File: config.mk
export PLATFORM = sky130hd
export DESIGN_NAME = mem_access_unit_flat
export DESIGN_NICKNAME = d
export VERILOG_FILES = /design/src/rtl/mem_pkg.sv /design/src/rtl/mem_access_unit_if.sv /design/src/rtl/mem_lane_align.sv /design/src/rtl/mem_access_unit.sv /design/src/flat_wrapper.sv
export SDC_FILE = /design/constraint.sdc
export NUM_CORES = 1
export LEC_CHECK = 0
export BUFFER_PORTS_ARGS = -buffer_cell sky130_fd_sc_hd__buf_2
export CORE_UTILIZATION = 52
export CTS_CLUSTER_DIAMETER = 80
export DETAILED_ROUTE_END_ITERATION = 10
export HOLD_SLACK_MARGIN = 0.03
export PLACE_DENSITY_LB_ADDON = 0.08
export SLEW_MARGIN = 10
export SYNTH_ARGS = -nofsm -noshare
export SYNTH_HDL_FRONTEND = slang
export SYNTH_SLANG_ARGS = --single-unit
export TNS_END_PERCENT = 20
File: constraint.sdc
create_clock -name clk -period 3.3 [get_ports clk]
set_input_delay 0.165 -clock clk [delete_from_list [all_inputs] [get_ports clk]]
set_output_delay 0.165 -clock clk [all_outputs]
set_load 0.05 [all_outputs]
File: src/rtl/mem_pkg.sv
// Shared encodings for the memory-stage load/store unit: access sizes,
// controller states and the lane width.
package mem_pkg;

   localparam int BYTE = 8;

   localparam logic [1:0] SZ_BYTE = 2'd0;
   localparam logic [1:0] SZ_HALF = 2'd1;
   localparam logic [1:0] SZ_WORD = 2'd2;

   typedef enum logic [1:0] {
      IDLE = 2'd0,
      RD   = 2'd1,
      WR   = 2'd2,
      RESP = 2'd3
   } state_t;

endpackage

File: src/rtl/mem_access_unit_if.sv
// Request/response and data-cache signals of the load/store unit.
// master = datapath plus cache side, slave = the unit itself.
interface mem_access_unit_if #(
   parameter int WIDTH     = 32,
   parameter int WIDTH_ADD = 32
);

   logic                 req_valid;
   logic                 req_ready;
   logic                 req_write;
   logic [1:0]           req_size;
   logic                 req_unsigned;
   logic [WIDTH_ADD-1:0] req_addr;
   logic [WIDTH-1:0]     req_wdata;
   logic                 resp_valid;
   logic [WIDTH-1:0]     resp_rdata;
   logic                 resp_err;
   logic [WIDTH_ADD-1:0] dc_addr;
   logic [WIDTH-1:0]     dc_wdata;
   logic                 dc_we;
   logic [WIDTH-1:0]     dc_rdata;

   modport master (
      output req_valid, req_write, req_size, req_unsigned, req_addr, req_wdata, dc_rdata,
      input  req_ready, resp_valid, resp_rdata, resp_err, dc_addr, dc_wdata, dc_we
   );

   modport slave (
      input  req_valid, req_write, req_size, req_unsigned, req_addr, req_wdata, dc_rdata,
      output req_ready, resp_valid, resp_rdata, resp_err, dc_addr, dc_wdata, dc_we
   );

endinterface

File: src/rtl/mem_lane_align.sv
// Combinational lane steering: merges store data into an old word and
// extracts/extends load data from a cache word (32-bit words, 8-bit lanes).
module mem_lane_align
   import mem_pkg::*;
#(
   parameter int WIDTH = 32
) (
   input  logic [1:0]       size,
   input  logic [1:0]       addr_lo,
   input  logic             is_unsigned,
   input  logic [WIDTH-1:0] word,
   input  logic [WIDTH-1:0] wdata,
   output logic [WIDTH-1:0] merged,
   output logic [WIDTH-1:0] rdata
);

   logic [4:0]        b_off;
   logic [4:0]        h_off;
   logic [BYTE-1:0]   lane_b;
   logic [2*BYTE-1:0] lane_h;

   assign b_off  = {addr_lo, 3'b000};
   assign h_off  = {addr_lo[1], 4'b0000};
   assign lane_b = word[b_off +: BYTE];
   assign lane_h = word[h_off +: 2*BYTE];

   always_comb begin
      merged = word;
      rdata  = word;
      case (size)
         SZ_BYTE: begin
            merged[b_off +: BYTE] = wdata[BYTE-1:0];
            rdata = {{(WIDTH-BYTE){~is_unsigned & lane_b[BYTE-1]}}, lane_b};
         end
         SZ_HALF: begin
            merged[h_off +: 2*BYTE] = wdata[2*BYTE-1:0];
            rdata = {{(WIDTH-2*BYTE){~is_unsigned & lane_h[2*BYTE-1]}}, lane_h};
         end
         default: merged = wdata;
      endcase
   end

endmodule

File: src/rtl/mem_access_unit.sv
// Memory-stage load/store unit: validates requests, runs loads and
// read-modify-write sub-word stores against a word-wide data cache.
module mem_access_unit
   import mem_pkg::*;
#(
   parameter int WIDTH     = 32,
   parameter int WIDTH_ADD = 32,
   parameter int SIZE      = 32
) (
   input logic               clk,
   input logic               rst_n,
   mem_access_unit_if.slave  bus
);

   state_t               state_q, state_d;
   logic                 wr_q, uns_q, err_q;
   logic [1:0]           size_q, lo_q;
   logic [WIDTH-1:0]     wdata_q, rdata_q, dc_wdata_q;
   logic [WIDTH_ADD-1:0] dc_addr_q;
   logic [WIDTH-1:0]     merged, extracted;
   logic                 accept, acc_err;

   // Aligned address + 3 is the last byte touched; computed one bit wider
   // so addresses near the top of the space cannot wrap into range.
   function automatic logic req_error(input logic [1:0] sz, input logic [WIDTH_ADD-1:0] a);
      logic [WIDTH_ADD:0] last;
      last = {1'b0, a[WIDTH_ADD-1:2], 2'b11};
      return (sz == 2'd3) || (sz == SZ_HALF && a[0]) ||
             (sz == SZ_WORD && a[1:0] != 2'b00) ||
             (last >= (WIDTH_ADD+1)'(SIZE));
   endfunction

   assign accept  = bus.req_valid && (state_q == IDLE);
   assign acc_err = req_error(bus.req_size, bus.req_addr);

   mem_lane_align #(.WIDTH(WIDTH)) u_align (
      .size        (size_q),
      .addr_lo     (lo_q),
      .is_unsigned (uns_q),
      .word        (bus.dc_rdata),
      .wdata       (wdata_q),
      .merged      (merged),
      .rdata       (extracted)
   );

   always_ff @(posedge clk or negedge rst_n) begin
      if (!rst_n) state_q <= IDLE;
      else        state_q <= state_d;
   end

   always_comb begin
      state_d = state_q;
      case (state_q)
         IDLE: if (bus.req_valid) begin
            if (acc_err)                                   state_d = RESP;
            else if (bus.req_write && bus.req_size == SZ_WORD) state_d = WR;
            else                                           state_d = RD;
         end
         RD:      state_d = wr_q ? WR : RESP;
         WR:      state_d = RESP;
         RESP:    state_d = IDLE;
         default: state_d = IDLE;
      endcase
   end

   always_ff @(posedge clk or negedge rst_n) begin
      if (!rst_n) begin
         wr_q       <= 1'b0;
         uns_q      <= 1'b0;
         err_q      <= 1'b0;
         size_q     <= 2'd0;
         lo_q       <= 2'd0;
         wdata_q    <= '0;
         rdata_q    <= '0;
         dc_wdata_q <= '0;
         dc_addr_q  <= '0;
      end else begin
         if (accept) begin
            wr_q    <= bus.req_write;
            uns_q   <= bus.req_unsigned;
            err_q   <= acc_err;
            size_q  <= bus.req_size;
            lo_q    <= bus.req_addr[1:0];
            wdata_q <= bus.req_wdata;
            rdata_q <= '0;
            // Rejected requests leave the cache-side outputs untouched.
            if (!acc_err) begin
               dc_addr_q <= {bus.req_addr[WIDTH_ADD-1:2], 2'b00};
               if (bus.req_write && bus.req_size == SZ_WORD) dc_wdata_q <= bus.req_wdata;
            end
         end
         if (state_q == RD) begin
            if (wr_q) dc_wdata_q <= merged;
            else      rdata_q    <= extracted;
         end
      end
   end

   assign bus.req_ready  = (state_q == IDLE);
   assign bus.resp_valid = (state_q == RESP);
   assign bus.resp_err   = (state_q == RESP) && err_q;
   assign bus.resp_rdata = rdata_q;
   assign bus.dc_we      = (state_q == WR);
   assign bus.dc_addr    = dc_addr_q;
   assign bus.dc_wdata   = dc_wdata_q;

endmodule

File: src/flat_wrapper.sv
// flat-port wrapper written by rule: the top's interface ports become plain ports
module mem_access_unit_flat import mem_pkg::*;
#(
   parameter int WIDTH     = 32,
   parameter int WIDTH_ADD = 32,
   parameter int SIZE      = 32
)
  (clk, rst_n, bus_req_valid, bus_req_write, bus_req_size, bus_req_unsigned, bus_req_addr, bus_req_wdata, bus_dc_rdata, bus_req_ready, bus_resp_valid, bus_resp_rdata, bus_resp_err, bus_dc_addr, bus_dc_wdata, bus_dc_we);
  mem_access_unit_if #(.WIDTH(WIDTH), .WIDTH_ADD(WIDTH_ADD)) bus_i ();
  input logic clk;
  input logic rst_n;
  input wire logic [$bits(bus_i.req_valid)-1:0] bus_req_valid;
  input wire logic [$bits(bus_i.req_write)-1:0] bus_req_write;
  input wire logic [$bits(bus_i.req_size)-1:0] bus_req_size;
  input wire logic [$bits(bus_i.req_unsigned)-1:0] bus_req_unsigned;
  input wire logic [$bits(bus_i.req_addr)-1:0] bus_req_addr;
  input wire logic [$bits(bus_i.req_wdata)-1:0] bus_req_wdata;
  input wire logic [$bits(bus_i.dc_rdata)-1:0] bus_dc_rdata;
  output wire logic [$bits(bus_i.req_ready)-1:0] bus_req_ready;
  output wire logic [$bits(bus_i.resp_valid)-1:0] bus_resp_valid;
  output wire logic [$bits(bus_i.resp_rdata)-1:0] bus_resp_rdata;
  output wire logic [$bits(bus_i.resp_err)-1:0] bus_resp_err;
  output wire logic [$bits(bus_i.dc_addr)-1:0] bus_dc_addr;
  output wire logic [$bits(bus_i.dc_wdata)-1:0] bus_dc_wdata;
  output wire logic [$bits(bus_i.dc_we)-1:0] bus_dc_we;
  assign bus_i.req_valid = bus_req_valid;
  assign bus_i.req_write = bus_req_write;
  assign bus_i.req_size = bus_req_size;
  assign bus_i.req_unsigned = bus_req_unsigned;
  assign bus_i.req_addr = bus_req_addr;
  assign bus_i.req_wdata = bus_req_wdata;
  assign bus_i.dc_rdata = bus_dc_rdata;
  assign bus_req_ready = bus_i.req_ready;
  assign bus_resp_valid = bus_i.resp_valid;
  assign bus_resp_rdata = bus_i.resp_rdata;
  assign bus_resp_err = bus_i.resp_err;
  assign bus_dc_addr = bus_i.dc_addr;
  assign bus_dc_wdata = bus_i.dc_wdata;
  assign bus_dc_we = bus_i.dc_we;
  mem_access_unit #(.WIDTH(WIDTH), .WIDTH_ADD(WIDTH_ADD), .SIZE(SIZE)) u_core (.clk(clk), .rst_n(rst_n), .bus(bus_i));
endmodule
==> impl_metrics.py <==
metrics = {
    "sta": {
        "fin_tns_setup_ns": 0,
        "hold_viol_final": 0,
        "final-max-slew-violation-count": 0,
        "fmax_ghz": 0.368,
        "tightestPinTransition_ns": 1.01,
        "final-setup-viol-count": 0,
        "fin_crit_share": 0.822,
        "max-slew-margin-rel": 0.322,
        "skew_ns": 0.00782,
        "unrepaired_setup_endpoints_after_global_routing": "no",
        "finalCriticalPeriod_ns": 2.71,
    },
    "final_layout": {
        "final_cell_mix": "buf_2 (199), dfrtp_1 (135), a21oi_1 (62)",
        "nFillCells": 939,
        "final_design_area_no_fill_um2": 8740,
        "flow.area_growth_from_synthesis_pct": 33.0,
        "nNetsFinal": 922,
        "layout.area.seq_um2": 3380,
        "share_of_final_layout_standard_cells_stronger_than_drive_strength_1": 0.368,
        "area_used_by_multi_input_combinational_logic_um2": 2930,
        "mostFrequentLayoutCell": "buf_2",
        "antenna_cells_inserted": 0,
    },
    "clock_tree": {
        "htreeDepth": 4,
        "cts.root.buffer_cell": "clkbuf_16",
        "cts-resized-gates": 0,
        "cts_buffers": 17,
        "clock_insertion_delay_worst_skew_ns": 0.42,
        "tritoncts": "yes",
        "cts_max_path_buffers": 2,
        "cts.clk_slew.worst_paths_ns": 0.06,
        "cts_num_sinks": 135,
    },
    "worst_setup_path": {
        "cp_data_required_time_ns": 3.66,
        "max_stage_delay_ns": 0.72,
        "cp_num_cells": 8,
        "crit_path_max_fanout": 32,
        "crit_path_top_delay_cell": "o21ai_4",
        "reg2regPathDepth": 7,
        "startpoint_type": "input pin",
        "critPathKind": "input pin to register",
        "timing.critical_path.to_type": "register",
        "crit_arrival_ns": 3.07,
        "worst-path-buf-inv": 3,
        "kind_of_cell_adding_the_most_delay_to_the_critical_path": "compound AO/OA/AOI/OAI gates",
        "critical_path.cell_chain": "dlygate4sd3_1, buf_2, nor3_1, o21ai_0, or4_1, buf_4, o21ai_4, o221a_1",
    },
    "global_routing": {
        "gr-total-overflow": 0,
        "initial_antenna_violation_count": 0,
        "grt_use_total": 0.324,
        "pin_count_of_the_biggest_net_entering_global_routing": 78,
        "first_global_vias": 6016,
        "global_route_wire_length_before_repair_mm": 32.1,
    },
    "synthesis": {
        "ys_async_sr_fraction": 1.00,
        "ys_dominant_reg_cell": "dfrtp_1",
        "synth.yosys.warnings": 0,
        "synth_enable_flop_cells": 0,
        "synth_instances": 580,
        "synth_cell_type_count": 48,
        "post_synth.cell_area_avg_um2": 11.3,
        "seq_area_frac_synth": 0.514,
        "post_synth_instance_area_um2": 6570,
        "yosys_register_bits": 135,
    },
    "placement": {
        "io_port_bufs": 200,
        "post-dp-hpwl_mm": 13.9,
        "place.gp.congestion": 0.896,
        "place_area_um2": 7690,
    },
    "die": {
        "design.die.area_um2": 13100,
        "die_h_um": 114,
        "fp.dieW_um": 114,
        "io_pins": 203,
        "row_count": 40,
        "initial_utilization": 0.540,
        "design.core.area_um2": 12200,
    },
    "power_and_ir_drop": {
        "power.static_leakage_nw": 4.16,
        "ir_worst_vdd_mv": 0.695,
        "internal_power_mw": 4.99,
        "comb_power_share": 0.474,
        "switching_share": 0.458,
        "total_switching_power_mw": 4.21,
        "share_seq_of_total_power": 0.307,
        "clkPwrFrac": 0.219,
        "power.density_nw_per_um2": 1050,
    },
    "routing": {
        "detailedRoute.firstIterationViolations": 543,
        "num_vias": 5990,
        "first_pass_iters": 7,
        "ant_nets": 0,
        "wire_per_inst_um": 20.5,
        "vias_per_cell": 6.04,
        "drc_violation_count_after_routing": 0,
        "routed_wire_length_mm": 20.3,
    },
    "job": {
        "maxCapViolCount": 0,
    },
    "min_path": {
        "hold_path_class": "input pin to register",
        "timing.hold.worst_path_depth": 3,
    },
    "status": {
        "status": "complete, no violations",
    },
}
-- metal layers --
layer  up-vias  track usage  wire (um)
li1       2681            -          -
met5         -            0          0
met3        52       0.0725       1570
met4         0        0.143        657
met2       317        0.525       9730
met1      2940        0.420       8330
-- power by group through the flow --
stage | combinational [mW] | clock (mW) | sequential, mW
4_1_cts | 4.33 | 2.03 | 2.80
3_5_place_dp | 4.26 | 0 | 2.81
5_1_grt | 4.63 | 2.11 | 2.89
2_1_floorplan | 2.07 | 0 | 3.88
6_report | 4.36 | 2.01 | 2.82
3_3_place_gp | 4.18 | 0 | 2.79
-- area by class of cell --
class                           instances  area share
Sequential cell                       135       0.386
Multi-Input combinational cell        386       0.335
Timing Repair Buffer                  256       0.177
Clock buffer                           21      0.0515
Tap cell                              168      0.0240
Clock inverter                         11      0.0199
Inverter                               14     0.00601
-- Yosys cell counts (5+ instances only) --
library cell / count / area share
o221ai_1: 16 / 0.021
nor2b_1: 8 / 0.0076
buf_2: 6 / 0.0046
nor4_2: 5 / 0.0095
clkbuf_1: 30 / 0.017
and2_2: 7 / 0.0080
mux2_2: 43 / 0.074
a222oi_1: 7 / 0.011
inv_1: 13 / 0.0074
nor2_1: 12 / 0.0069
a2bb2oi_1: 9 / 0.012
a221oi_1: 9 / 0.012
and2_1: 21 / 0.020
o221a_1: 30 / 0.051
a22oi_1: 16 / 0.018
a21o_1: 17 / 0.019
dfrtp_1: 135 / 0.51
ha_1: 9 / 0.017
nand2_1: 45 / 0.026
a221o_1: 24 / 0.037
a21oi_1: 62 / 0.047
o21ai_0: 17 / 0.013
-- cell families after synthesis --
group,synth area share
AOI/OAI and AO/OA,0.254
adders and majority gates,0.0171
buffers and inverters,0.0411
DFF,0.514
muxes,0.0771
other,0.000571
and+or+nand+nor,0.0959
-- flip-flops by register name, summed over array words and instances, names as in the netlist --
register / flops
u_core.bus.dc_wdata: 32
u_core.bus.resp_rdata: 32
u_core.wdata_q: 32
u_core.bus.dc_addr: 30
u_core.lo_q: 2
u_core.size_q: 2
u_core.state_q: 2
u_core.err_q: 1
u_core.uns_q: 1
u_core.wr_q: 1
-- tightest hold or removal path: stages --
cell,delay [ns]
buf_2,0.13
nand2_1,0.07
a21oi_1,0.06
-- stage by stage --
stage	worst slack [ns]	hold WS (ns)	power, mW	instances	utilization
floorplan	0.860	-0.131	5.95	581	-
CTS	0.565	0.0305	9.16	991	0.719
global placement	0.691	0.158	6.96	916	0.632
finish	0.586	0.0444	9.20	991	0.719
detailed placement	0.594	0.168	7.07	916	0.632
global route	0.439	0.0454	9.63	991	0.719
-- what timing repair did --
item,in CTS,in global routing
endpoints found under the hold margin,124,0
hold buffers,43,0
buffers inserted,0,0
-- worst paths after layout --
| path | startpoint | end | slack, ns |
|---|---|---|---|
| min reg2reg | u_core.bus.dc_addr[15] | u_core.bus.dc_addr[15] | 0.48 |
| max reg2reg | u_core.state_q[0] | u_core.bus.dc_wdata[15] | 0.63 |
| min | bus_dc_rdata[20] | u_core.bus.resp_rdata[20] | 0.04 |
| min in group asynchronous | rst_n | u_core.bus.dc_wdata[25] | 0.27 |
| max in group asynchronous | rst_n | u_core.bus.dc_addr[25] | 2.25 |
| max | bus_req_size[0] | u_core.bus.dc_wdata[15] | 0.59 |
Power figures use the tool's default switching activity.
